--- src/rtl/muldiv_unit.sv ---
// Iterative multiply/divide: one result bit per cycle, then a one-cycle sign fix.
// Define MULDIV_SIGNED_EN to make op[0] select signed MULT/DIV.
module muldiv_unit #(
    parameter int WIDTH = 32
) (
    input  logic             clk,
    input  logic             rst,
    input  logic             start,
    input  logic [1:0]       op,
    input  logic [WIDTH-1:0] a,
    input  logic [WIDTH-1:0] b,
    input  logic             abort,
    output logic             busy,
    output logic             done,
    output logic [WIDTH-1:0] hi,
    output logic [WIDTH-1:0] lo,
    output logic             div_by_zero
);

    localparam int CW = $clog2(WIDTH);

    typedef enum logic [1:0] {
        IDLE,
        CALC,
        FIX,
        DONE
    } state_t;

    state_t             state_q, state_d;
    logic [CW-1:0]      cnt_q, cnt_d;
    logic [2*WIDTH-1:0] acc_q, acc_d;
    logic [WIDTH-1:0]   opnd_q, opnd_d;
    logic [WIDTH-1:0]   a_q, a_d;
    logic               is_div_q, is_div_d;
    logic               neg_a_q, neg_a_d;
    logic               neg_b_q, neg_b_d;
    logic               bz_q, bz_d;
    logic [WIDTH-1:0]   hi_q, hi_d;
    logic [WIDTH-1:0]   lo_q, lo_d;
    logic               dbz_q, dbz_d;

    logic load, step, commit;
    logic sgn, neg_a, neg_b;
    logic [WIDTH-1:0] mag_a, mag_b;

`ifdef MULDIV_SIGNED_EN
    assign sgn = op[0];
`else
    logic unused_op0;
    assign unused_op0 = op[0];
    assign sgn        = 1'b0;
`endif

    assign neg_a = sgn & a[WIDTH-1];
    assign neg_b = sgn & b[WIDTH-1];
    assign mag_a = neg_a ? -a : a;
    assign mag_b = neg_b ? -b : b;

    always_comb begin
        state_d = state_q;
        load    = 1'b0;
        step    = 1'b0;
        commit  = 1'b0;
        unique case (state_q)
            IDLE: begin
                if (start && !abort) begin
                    state_d = CALC;
                    load    = 1'b1;
                end
            end
            CALC: begin
                if (abort) begin
                    state_d = IDLE;
                end else begin
                    step = 1'b1;
                    if (cnt_q == CW'(WIDTH - 1)) begin
                        state_d = FIX;
                    end
                end
            end
            FIX: begin
                if (abort) begin
                    state_d = IDLE;
                end else begin
                    commit  = 1'b1;
                    state_d = DONE;
                end
            end
            DONE: begin
                if (start && !abort) begin
                    state_d = CALC;
                    load    = 1'b1;
                end else begin
                    state_d = IDLE;
                end
            end
            default: state_d = IDLE;
        endcase
    end

    // Multiply: add multiplicand into upper half on lsb, then shift right.
    logic [WIDTH:0]     mul_sum;
    logic [2*WIDTH-1:0] mul_nxt;
    assign mul_sum = {1'b0, acc_q[2*WIDTH-1:WIDTH]}
                   + (acc_q[0] ? {1'b0, opnd_q} : {(WIDTH+1){1'b0}});
    assign mul_nxt = {mul_sum, acc_q[WIDTH-1:1]};

    // Divide: remainder in upper half, dividend shifts out / quotient in.
    logic [WIDTH:0]     div_shl;
    logic               div_ge;
    logic [WIDTH-1:0]   div_sub;
    logic [2*WIDTH-1:0] div_nxt;
    assign div_shl = {acc_q[2*WIDTH-1:WIDTH], acc_q[WIDTH-1]};
    assign div_ge  = div_shl >= {1'b0, opnd_q};
    assign div_sub = div_shl[WIDTH-1:0] - opnd_q;
    assign div_nxt = div_ge
                   ? {div_sub, acc_q[WIDTH-2:0], 1'b1}
                   : {div_shl[WIDTH-1:0], acc_q[WIDTH-2:0], 1'b0};

    logic               flip;
    logic [2*WIDTH-1:0] prod_fix;
    logic [WIDTH-1:0]   quo_fix, rem_fix;
    assign flip     = neg_a_q ^ neg_b_q;
    assign prod_fix = flip ? -acc_q : acc_q;
    assign quo_fix  = flip ? -acc_q[WIDTH-1:0] : acc_q[WIDTH-1:0];
    assign rem_fix  = neg_a_q ? -acc_q[2*WIDTH-1:WIDTH]
                              : acc_q[2*WIDTH-1:WIDTH];

    always_comb begin
        cnt_d    = cnt_q;
        acc_d    = acc_q;
        opnd_d   = opnd_q;
        a_d      = a_q;
        is_div_d = is_div_q;
        neg_a_d  = neg_a_q;
        neg_b_d  = neg_b_q;
        bz_d     = bz_q;
        hi_d     = hi_q;
        lo_d     = lo_q;
        dbz_d    = dbz_q;
        if (load) begin
            cnt_d    = '0;
            is_div_d = op[1];
            neg_a_d  = neg_a;
            neg_b_d  = neg_b;
            a_d      = a;
            bz_d     = op[1] & (b == '0);
            opnd_d   = op[1] ? mag_b : mag_a;
            acc_d    = {{WIDTH{1'b0}}, (op[1] ? mag_a : mag_b)};
        end
        if (step) begin
            cnt_d = cnt_q + CW'(1);
            acc_d = is_div_q ? div_nxt : mul_nxt;
        end
        if (commit) begin
            dbz_d = bz_q;
            if (!is_div_q) begin
                {hi_d, lo_d} = prod_fix;
            end else if (bz_q) begin
                hi_d = a_q;
                lo_d = '1;
            end else begin
                hi_d = rem_fix;
                lo_d = quo_fix;
            end
        end
    end

    always_ff @(posedge clk or posedge rst) begin
        if (rst) begin
            state_q  <= IDLE;
            cnt_q    <= '0;
            acc_q    <= '0;
            opnd_q   <= '0;
            a_q      <= '0;
            is_div_q <= 1'b0;
            neg_a_q  <= 1'b0;
            neg_b_q  <= 1'b0;
            bz_q     <= 1'b0;
            hi_q     <= '0;
            lo_q     <= '0;
            dbz_q    <= 1'b0;
        end else begin
            state_q  <= state_d;
            cnt_q    <= cnt_d;
            acc_q    <= acc_d;
            opnd_q   <= opnd_d;
            a_q      <= a_d;
            is_div_q <= is_div_d;
            neg_a_q  <= neg_a_d;
            neg_b_q  <= neg_b_d;
            bz_q     <= bz_d;
            hi_q     <= hi_d;
            lo_q     <= lo_d;
            dbz_q    <= dbz_d;
        end
    end

    assign busy        = (state_q == CALC) || (state_q == FIX);
    assign done        = (state_q == DONE);
    assign hi          = hi_q;
    assign lo          = lo_q;
    assign div_by_zero = dbz_q;

endmodule

--- config.mk ---
export PLATFORM = sky130hd
export DESIGN_NAME = muldiv_unit
export DESIGN_NICKNAME = d
export VERILOG_FILES = /design/src/rtl/muldiv_unit.sv
export SDC_FILE = /design/constraint.sdc
export NUM_CORES = 1
export LEC_CHECK = 0
export ABC_AREA = 1
export BUFFER_PORTS_ARGS = -buffer_cell sky130_fd_sc_hd__clkbuf_2
export CAP_MARGIN = 20
export CORE_MARGIN = 2
export CORE_UTILIZATION = 40
export DETAILED_ROUTE_END_ITERATION = 7
export PLACE_DENSITY_LB_ADDON = 0.3
export REMOVE_ABC_BUFFERS = 1
export SLEW_MARGIN = 20
export SYNTH_ARGS = -nofsm -noshare
export SYNTH_HDL_FRONTEND = slang
export SYNTH_SLANG_ARGS = --single-unit
export TNS_END_PERCENT = 100
--- constraint.sdc ---
create_clock -name clk -period 8.8 [get_ports clk]
set_input_delay 1.32 -clock clk [delete_from_list [all_inputs] [get_ports clk]]
set_output_delay 1.32 -clock clk [all_outputs]
set_load 0.02 [all_outputs]
Yosys cells after proc, flatten, opt, wreduce, memory -nomap -nowiden
Index checks and enable logic that the tools add are counted.
{"block": "totals", "register_bits": 202, "latch_bits": 0, "ramBits": 0, "romBits": 0, "inputBits": 70, "out_inout_bits": 67, "wordCells": 53, "memories": 0}
{"block": "classes", "addsub": 3, "multipliers": 0, "n_div": 0, "order_cmp": 1, "eq_ne": 6, "shifts": 0, "muxes": 24, "bitwise": 1, "reduce_logical": 8}
{"cell": "64-bit 2-to-1 mux", "n": 4}
{"cell": "32-bit 2-to-1 mux", "n": 7}
{"cell": "32-bit by 32-bit adder with 33-bit output", "n": 1}
{"cell": "33-bit by 32-bit >= comparator with 1-bit output", "n": 1}
{"cell": "32-bit logical NOT", "n": 1}
{"cell": "32-bit subtractor", "n": 1}
{"cell": "5-bit 2-to-1 mux", "n": 2}
{"cell": "2-bit 2-to-1 mux", "n": 4}
{"cell": "2-bit case mux with 4 select lines", "n": 1}
{"cell": "1-bit 2-to-1 mux", "n": 6}
{"cell": "5-bit by 1-bit adder with 5-bit output, second input constant", "n": 1}
{"cell": "5-bit equality test, second input constant", "n": 1}
{"cell": "2-bit equality test, second input constant", "n": 2}
{"cell": "3-bit inequality test, second input constant", "n": 1}
{"cell": "2-bit by 1-bit equality test with 1-bit output, second input constant", "n": 1}
{"cell": "2-bit logical NOT", "n": 1}
{"cell": "2-bit inequality test, second input constant", "n": 1}
{"cell": "2-bit AND reduction", "n": 1}
{"cell": "2-bit nonzero test", "n": 1}
{"cell": "2-bit OR reduction", "n": 1}
{"cell": "1-bit bitwise AND", "n": 1}
{"cell": "1-bit logical AND", "n": 1}
{"cell": "1-bit logical NOT", "n": 1}
{"cell": "1-bit logical OR", "n": 1}

Logic depth before layout (Yosys ltp)
Gate-level depths: netlist (run 1).
{"block": "depth", "word_depth": 6, "depth_mapped": 21}

Least setup slack after synthesis (run 1)
Ideal clock, no wire load.
{"block": "synth_path", "kind": "in2reg", "from": "in abort", "to": "reg acc_q[31]", "setup_ns": 0.131, "arrival_time_ns": 2.380, "required_ns": 8.669, "path_slack_ns": 6.289, "stages": 8, "n_path_buf": 2, "cell_sequence": "inv_2 > nand2_1 > nor2_2 > inv_2 > nand2_1 > buf_2 > buf_2 > a31oi_1"}
{"block": "synth_via", "elab_chain_cells": 5}
{"element": "start, declared", "line": "12", "rtl": "input logic abort,"}
{"element": "1-bit logical NOT", "line": "66, 90"}
{"element": "1-bit logical AND", "line": "66, 90"}
{"element": "1-bit 2-to-1 mux", "line": "66, 90"}
{"element": "1-bit 2-to-1 mux"}
{"element": "2-bit nonzero test (no source line)"}
{"element": "end signal, assigned", "line": "173", "rtl": "acc_q <= '0;"}
{"element": "end signal, assigned", "line": "186", "rtl": "acc_q <= acc_d;"}
{"element": "end, declared", "line": "31", "rtl": "logic [2*WIDTH-1:0] acc_q, acc_d;"}
Several ways; a longest one is shown, not always the timed one.
A chain may end at the register's enable or synchronous reset.

Worst setup path in the final report (run 1)
{"block": "layout_path", "from": "in abort", "to": "reg acc_q[1]"}
Same word-level chain as after synthesis.

==> flow_summary.yaml, run 1 <==
timing:
  fin_skew_ps: 17.1
  worst_pin_slew_ps: 1020
  rsz0062_at_grt: "false"
  clock.fmax_mhz: 289
  hold_viol: 0
  whs_ps: 473
  relSlewSlack_pct: 31.1
  timing.final.crit_share_pct: 39.3
  setup_tns_ps: 0
  period_needed_ps: 3460
  finalSetupViolCount: 0
  slew_viol_final: 0
power_and_ir_drop:
  p_int_uw: 3280
  leakagePower_uw: 0.00896
  power_per_cell_area_nw_per_um2: 419
  switching_share_pct: 52.7
  power_frac_seq_pct: 25.2
  p_switching_uw: 3660
  total_power_uw: 6940
  irDropWorstVdd_mv: 0.218
  p_comb_share_pct: 61.3
  p_clk_share_pct: 13.5
critical_path:
  r2r_cells: 16
  worst_setup_path_start_kind: "input port"
  rrSetupSlack_ps: 5480
  critPathMaxFanout: 77
  r2r_end: "acc_q[43]"
  endpoint_kind: "register"
  crit_required_ps: 9240
  path_class: "input port to register"
  timing.critical_path.arrival_ps: 3900
  r2r_start: "acc_q[0]"
global_routing:
  grt_pass1_wl_mm: 79.7
  track_usage_pct: 26.0
  grt_overflow_total: 0
  grt_pass1_vias: 14500
  grt_max_degree: 135
  antenna_found_initial: 0
layout:
  fillerInstances: 3899
  antenna_cells: 0
  final_cell_mix: "nand2_1 (631), inv_1 (366), nor2_1 (212), dfrtp_1 (202), a21oi_1 (185)"
  drive_gt1_share_pct: 9.10
  final_common_cell: "nand2_1"
  final_net_count: 2489
  syn2layout_area_growth_pct: 11.4
worst_hold_path:
  hold_path.class: "register to register"
  hold_end: "a_q[27]"
  worstHoldStart: "a_q[27]"
  min_delay_path_depth: 2
place:
  gp_congestion: 0.972
  portBuffers: 135
  dp_hpwl_mm: 38.0
logic_synthesis:
  seq_area_frac_synth_pct: 34.0
  synth_top_family_by_area: "simple AND/OR/NAND/NOR gates"
  synth.area.mux_share_pct: 0
  synthXorXnorAreaFrac_pct: 1.41
  ys_ff_latch: 202
  yosysWarningCount: 0
  avgSynthCellArea_um2: 6.56
  synth_adder_area_share_pct: 6.24
  synth_ff_type: "dfrtp_1"
  netlist_area_um2: 14900
  async_flop_share_pct: 100
  synth_edf_count: 0
  synth_cells: 2268
  synthSimpleGateAreaFrac_pct: 29.2
  synth-compound-area-share_pct: 16.9
  synth.distinct_cells: 41
route:
  dr.pass1.iters: 7
  routed_via_density: 5.36
  drt-total-wl_mm: 50.3
  first_iter_violations: 1075
  num_vias: 15200
  ant_nets: 0
  drc: 0
  wire_per_inst_um: 17.8
clocking:
  post_cts_buffers: 0
  ctsResizeCount: 0
  htreeDepth: 1
  clock_latency_ps: 530
  numClockSinks: 202
  clockRootBuffer: "clkbuf_16"
  cts-hold-fix-buffers: 0
  cts_tree: "done"
  cts_inserted_buffers: 23
  cts_max_path_buffers: 3
  cts.clk_slew.worst_paths_ps: 60
status:
  status: "completed"
die:
  fp-row-count: 70
  die_area_um2: 38700
  die_x_um: 197
  pin_count: 137
  start_util_pct: 40.6
  coreArea_um2: 36600
  dieHeight_um: 197
job:
  maxCapViolCount: 0
## worst max-delay path by stage
| stage | cells after the start | slack, ps | startpoint | endpoint |
|---|---|---|---|---|
| final | 9 | 5340 | abort | acc_q[1] |
| after global routing | 9 | 5080 | abort | acc_q[5] |
| after CTS | 9 | 5340 | abort | acc_q[16] |
| after detailed placement | 8 | 4810 | abort | acc_q[7] |
| after global placement | 8 | 4900 | abort | acc_q[8] |
| after floorplan | 1 | 1970 | rst | a_q[0] |
## worst max-delay path: stages
cell,delay (ps)
clkbuf_2,100
inv_2,70
nand2_1,80
nor2_2,540
clkinv_2,590
nand2_2,190
buf_4,640
nor2_1,90
a31oi_1,190
## sequential cells by signal, indices dropped and copies added, names as in the netlist
signal,flops
a_q,32
acc_q,64
bz_q,1
cnt_q,5
div_by_zero,1
hi,32
is_div_q,1
lo,32
opnd_q,32
state_q,2
## per-stage QoR
step           util (%)  cells  worst slack [ps]  cell area, um^2
2_1_floorplan         -   2172              1970            14500
4_1_cts            45.2   2830              5340            16600
3_5_place_dp       43.3   2789              4810            15800
5_1_grt            45.2   2830              5080            16600
3_3_place_gp       43.3   2789              4900            15800
6_report           45.2   2830              5340            16600
## final cells by class
class / count / area [um^2] / area share, %
multi-input combinational: 1595 / 8000 / 48.3
sequential: 202 / 5050 / 30.5
inverter: 375 / 1420 / 8.56
timing repair buffer: 149 / 781 / 4.72
clock buffer: 36 / 694 / 4.19
tap: 468 / 586 / 3.54
clock inverter: 5 / 28.8 / 0.174
## power groups by stage
stage | Combinational (uW) | Clock, uW | Sequential [uW]
2_1_floorplan | 2760 | 0 | 1840
3_3_place_gp | 4140 | 0 | 1740
3_5_place_dp | 4190 | 0 | 1750
4_1_cts | 4220 | 952 | 1740
5_1_grt | 4770 | 990 | 1800
6_report | 4260 | 938 | 1750
## cell families (layout without fill, tap and decap cells)
family / after synthesis / count (layout)
AOI/OAI and AO/OA: 444 / 444
xor gates and xnor gates: 24 / 24
adders and majority gates: 73 / 73
buffers and inverters: 471 / 565
DFF: 202 / 202
and+or+nand+nor: 1054 / 1054
## cells in the mapped netlist (3+ instances only)
master	count	area share (%)
nand2_2	5	0.21
ha_1	71	6.0
clkbuf_1	74	1.9
a22oi_1	33	1.7
nor4_1	8	0.34
a21oi_1	185	6.2
nand3_1	134	4.5
nor2_2	3	0.13
nand3b_1	5	0.25
a31oi_1	65	2.7
inv_2	8	0.20
o21ai_0	102	3.4
buf_1	10	0.25
o21bai_1	8	0.40
inv_1	367	9.3
nand2_1	634	16
xnor2_1	17	1.0
nand4_1	29	1.2
xor2_1	7	0.41
o21ai_1	14	0.47
buf_6	7	0.53
nor2_4	4	0.30
nor3_1	12	0.40
nor2_1	212	5.4
o211ai_1	28	1.4
dfrtp_1	202	34
buf_2	5	0.17
## per-layer routing
metal / vias to the layer above / routed length [um] / global-route usage [%]
met5: - / 0 / 0
met4: 0 / 848 / 5.37
met3: 52 / 2980 / 2.31
met2: 474 / 22300 / 41.0
met1: 7206 / 24200 / 38.8
li1: 7444 / - / -
No activity file was read; power rests on OpenSTA's default activity.
==> inputs of run 2 (changes only) <==
==> constraint.sdc (replaced) <==
create_clock -name clk -period 3.2 [get_ports clk]
set_input_delay 0.48 -clock clk [delete_from_list [all_inputs] [get_ports clk]]
set_output_delay 0.48 -clock clk [all_outputs]
set_load 0.02 [all_outputs]
==> run 2 against run 1 <==
Against the previous run:
- clock skew down 6.2 ps
- final cell count up 0.71%
- largest power group unchanged
- clock-buffer cell count down 5
- global-route usage up 0.42 points
- critical path depth up 4
==> flow_summary.yaml, run 2 (synthesis gave the netlist of run 1 again) <==
status:
  status: "completed"
die:
  die_x_um: 197
  die_area_um2: 38700
  dieHeight_um: 197
  fp-row-count: 70
  coreArea_um2: 36600
  start_util_pct: 40.6
  pin_count: 137
route:
  ant_nets: 0
  routed_via_density: 5.33
  num_vias: 15200
  first_iter_violations: 1146
  wire_per_inst_um: 17.9
  drc: 0
  drt-total-wl_mm: 51.1
  dr.pass1.iters: 8
global_routing:
  track_usage_pct: 26.4
  grt_pass1_vias: 14600
  antenna_found_initial: 0
  grt_overflow_total: 0
  grt_pass1_wl_mm: 81.0
  grt_max_degree: 126
layout:
  final_cell_mix: "nand2_1 (631), inv_1 (366), nor2_1 (212), dfrtp_1 (202), a21oi_1 (185)"
  final_net_count: 2514
  antenna_cells: 0
  instances_no_fill: 2850
  final-seq-area_um2: 5050
  regMostFlops: "acc_q"
  fillerInstances: 3881
  final_common_cell: "nand2_1"
  drive_gt1_share_pct: 9.95
  syn2layout_area_growth_pct: 12.9
  largest_register_ffs: 64
  multi_input_area_um2: 8000
critical_path:
  timing.critical_path.arrival_ps: 3280
  r2r_cells: 13
  critPathMaxFanout: 21
  crit_chain: "ha_1, nand2_1, inv_1, a21oi_1, o21bai_2, inv_2, nand2_2, nand2_2, nand2_8, nor2_4, nand2_1, nand3_1, o21ai_1"
  crit_required_ps: 3570
  slowest_stage: "dfrtp_1"
  r2r_end: "acc_q[35]"
  rrSetupSlack_ps: 280
  r2r_start: "acc_q[42]"
  max_stage_delay_ps: 450
  worst_setup_path_start_kind: "register"
  path_class: "register to register"
  endpoint_kind: "register"
power_and_ir_drop:
  leakagePower_uw: 0.00910
  irDropWorstVdd_mv: 0.541
  power_per_cell_area_nw_per_um2: 1150
  total_power_uw: 19300
clocking:
  clock_latency_ps: 520
  clockRootBuffer: "clkbuf_16"
  numClockSinks: 202
  cts_inserted_buffers: 23
  ctsResizeCount: 0
  post_cts_buffers: 0
  cts-hold-fix-buffers: 0
  htreeDepth: 1
  cts.clk_slew.worst_paths_ps: 60
  cts_tree: "done"
  cts_max_path_buffers: 3
worst_hold_path:
  hold_path.class: "input port to asynchronous set/reset pin"
timing:
  clock.fmax_mhz: 343
  slew_viol_final: 0
  timing.final.crit_share_pct: 91.1
  rsz0062_at_grt: "false"
  fin_skew_ps: 10.9
  hold_viol: 0
  relSlewSlack_pct: 37.1
  period_needed_ps: 2920
  finalSetupViolCount: 0
  worst_pin_slew_ps: 944
job:
  maxCapViolCount: 0
place:
  dp_cells: 2814
  dp_hpwl_mm: 39.1
  gp_congestion: 0.961
  portBuffers: 135
run 2: cell types whose count changed in the layout (fill, tap and decap cells not counted), sizes merged:
cell,before,now
bufinv,0,1
buf,15,40
clkbuf,170,165
clkinv,7,6
run 2: stage by stage:
stage | TNS, ps | setup WS [ps] | utilization, % | cell area, um^2 | hold WS (ps)
2_1_floorplan | -619940 | -2790 | - | 14500 | 442
3_3_place_gp | 0 | 399 | 44.0 | 16100 | 453
3_5_place_dp | 0 | 363 | 44.0 | 16100 | 460
4_1_cts | 0 | 328 | 45.9 | 16800 | 43.0
5_1_grt | 0 | 110 | 45.9 | 16800 | 73.6
6_report | 0 | 284 | 45.9 | 16800 | 10.8
run 2: worst max-delay path by stage:
stage              start         to  depth (start not counted)
2_1_floorplan        rst     a_q[0]                          1
3_3_place_gp   acc_q[42]  acc_q[41]                         13
3_5_place_dp   acc_q[42]  acc_q[35]                         13
4_1_cts        acc_q[42]  acc_q[35]                         13
5_1_grt        acc_q[54]  acc_q[43]                         13
6_report       acc_q[42]  acc_q[35]                         13
run 2: layout make-up:
class                   instances  area share, %
inverters                     375           8.44
multi-input cells            1595           47.6
well taps                     468           3.49
flip-flops and latches        202           30.1
repair buffers                174           6.21
clock inverters                 5          0.298
clock buffers                  31           3.84
run 2: critical path: cells and delay by family, from the launching register on:
| family | cells | cell delay (ps) |
|---|---|---|
| fa+ha+maj | 1 | 390 |
| buf+inv | 2 | 130 |
| compound gates | 3 | 500 |
| flops | 1 | 450 |
| simple gates | 7 | 1270 |
run 2: metal layers:
| layer | vias up | track usage, % | routed length, um |
|---|---|---|---|
| met1 | 7202 | 39.1 | 24300 |
| li1 | 7503 | - | - |
| met3 | 57 | 3.52 | 3430 |
| met2 | 439 | 40.8 | 22400 |
| met5 | - | 0 | 0 |
| met4 | 0 | 5.99 | 969 |
run 2: report_power, final:
| part | switching [uW] | leakage, uW | internal (uW) |
|---|---|---|---|
| combinational | 8100 | 0.00639 | 3960 |
| clock | 1090 | 0.000347 | 1470 |
| sequential | 918 | 0.00236 | 3790 |
==> inputs of run 3 (changes only) <==
--- a/config.mk
+++ b/config.mk
@@ -8,6 +8,8 @@
 export ABC_AREA = 1
 export BUFFER_PORTS_ARGS = -buffer_cell sky130_fd_sc_hd__clkbuf_2
 export CAP_MARGIN = 20
+export CELL_PAD_IN_SITES_DETAIL_PLACEMENT = 1
+export CELL_PAD_IN_SITES_GLOBAL_PLACEMENT = 1
 export CORE_MARGIN = 2
 export CORE_UTILIZATION = 40
 export DETAILED_ROUTE_END_ITERATION = 7
==> run 3 against run 2 <==
Against the previous run:
- power increased by 2.2%
- combinational power about the same
- clock skew decreased by 0.86 ps
- worst hold slack got worse by 3.6 ps
- fmax increased by 0.40%
- first-iteration DRC count decreased by 12%
- sequential share of layout area decreased by 0.098 points
- setup slack improved by 12 ps
- critical path type unchanged
- critical endpoint is now acc_q[51]
==> flow_summary.yaml, run 3 (synthesis gave the netlist of run 1 again) <==
timing:
  setup_tns_ps: 0
  whs_ps: 7.20
  rsz0062_at_grt: "false"
  period_needed_ps: 2900
  hold_viol: 0
  relSlewSlack_pct: 32.5
  layout_setup_ws_ps: 296
  finalSetupViolCount: 0
  clock.fmax_mhz: 344
  worst_pin_slew_ps: 1010
  fin_skew_ps: 10.1
  timing.final.crit_share_pct: 90.8
  slew_viol_final: 0
critical_path:
  critPathMaxFanout: 31
  endpoint_kind: "register"
  cp-startpoint: "opnd_q[24]"
  timing.critical_path.arrival_ps: 3310
  r2r_start: "opnd_q[24]"
  worst_setup_path_start_kind: "register"
  crit_required_ps: 3600
  path_class: "register to register"
layout:
  fin_util_pct: 46.0
  drive_gt1_share_pct: 10.2
  final_cell_mix: "nand2_1 (631), inv_1 (366), nor2_1 (212), dfrtp_1 (201), a21oi_1 (185)"
  final_area_um2: 16900
  syn2layout_area_growth_pct: 13.3
  final_common_cell: "nand2_1"
  regMostFlops: "acc_q"
  final_net_count: 2516
  largest_register_ffs: 64
  antenna_cells: 0
route:
  dr.pass1.iters: 5
  routed_via_density: 5.46
  num_vias: 15600
  first_iter_violations: 1011
  wire_per_inst_um: 19.8
  ant_nets: 0
  drt-total-wl_mm: 56.6
  drc: 0
die:
  die_area_um2: 38700
  coreArea_um2: 36600
  start_util_pct: 40.6
  fp-row-count: 70
  dieHeight_um: 197
  die_x_um: 197
  pin_count: 137
job:
  maxCapViolCount: 0
clocking:
  post_cts_buffers: 0
  numClockSinks: 202
  cts_inserted_buffers: 23
  cts_tree: "done"
  htreeDepth: 1
  clockRootBuffer: "clkbuf_16"
  cts_max_path_buffers: 3
  cts.clk_slew.worst_paths_ps: 60
  clock_latency_ps: 530
place:
  dp_hpwl_mm: 44.0
  portBuffers: 135
  post-place-ws_ps: 244
  gp_congestion: 0.983
  placed_area_um2: 16100
global_routing:
  grt_max_degree: 126
  track_usage_pct: 29.3
  grt_pass1_vias: 16100
  grt_pass1_wl_mm: 89.5
  grt_overflow_total: 0
  antenna_found_initial: 0
worst_hold_path:
  hold_path.class: "input port to asynchronous set/reset pin"
power_and_ir_drop:
  leakagePower_uw: 0.00912
  power_per_cell_area_nw_per_um2: 1170
  irDropWorstVdd_mv: 0.538
status:
  status: "completed"
run 3: cell count changes in the layout (fill, tap and decap cells not counted), sizes merged:
cell	previous run	this run
clkinvlp	0	3
buf	40	41
clkinv	6	8
bufinv	1	0
nor2	219	220
run 3: layout make-up:
cell class	count	area, um^2
Clock buffer	31	646
Clock inverter	9	56.3
Fill cell	4883	19800
Inverter	375	1420
Multi-Input combinational cell	1596	8010
Sequential cell	202	5060
Tap cell	468	586
Timing Repair Buffer	175	1080
run 3: what timing repair did:
action,4_1_cts,5_1_grt
resized for setup,0,3
endpoints found under the setup margin,0,17
hold buffers,0,0
run 3: worst max-delay path: stages (launching register included):
cell and delay, ps:
dfrtp_1 390, inv_1 80, ha_1 380, nand2_1 120, inv_1 70, a21oi_1 250, nand2_1 120, nand2_1 80
nand3_2 80, nor2_4 310, nand2_8 260, nor2_4 360, nand2_1 90, nand3_1 110, nand2_1 70
run 3: power by group:
part | internal (uW) | leakage (uW) | switching (uW) | total (uW)
logic | 3980 | 0.00641 | 8390 | 12400
clock network | 1410 | 0.000341 | 1120 | 2530
registers | 3790 | 0.00236 | 1060 | 4850
run 3: routing by layer:
metal | share of wire [%] | global-route usage [%]
met3 | 5.0 | 3.23
met5 | 0 | 0
met2 | 45 | 47.4
met1 | 47 | 42.0
met4 | 2.2 | 6.93
run 3: path summary, 6_finish.rpt:
| check | to | slack (ps) | cells past startpoint |
|---|---|---|---|
| worst max-delay path | acc_q[51] | 300 | 14 |
| worst min-delay path | lo[21] | 7 | 2 |
| worst max register to register | acc_q[51] | 300 | 14 |
| worst min register to register | a_q[26] | 480 | 2 |
| max in group asynchronous | acc_q[49] | 2370 | 3 |
| min in group clk | a_q[26] | 200 | 3 |
run 3: per-stage QoR:
step                cells  total power [uW]
global placement     2815             16500
detailed placement   2815             17000
CTS                  2855             19600
finish               2856             19700
floorplan            2172             12700
global route         2856             21400
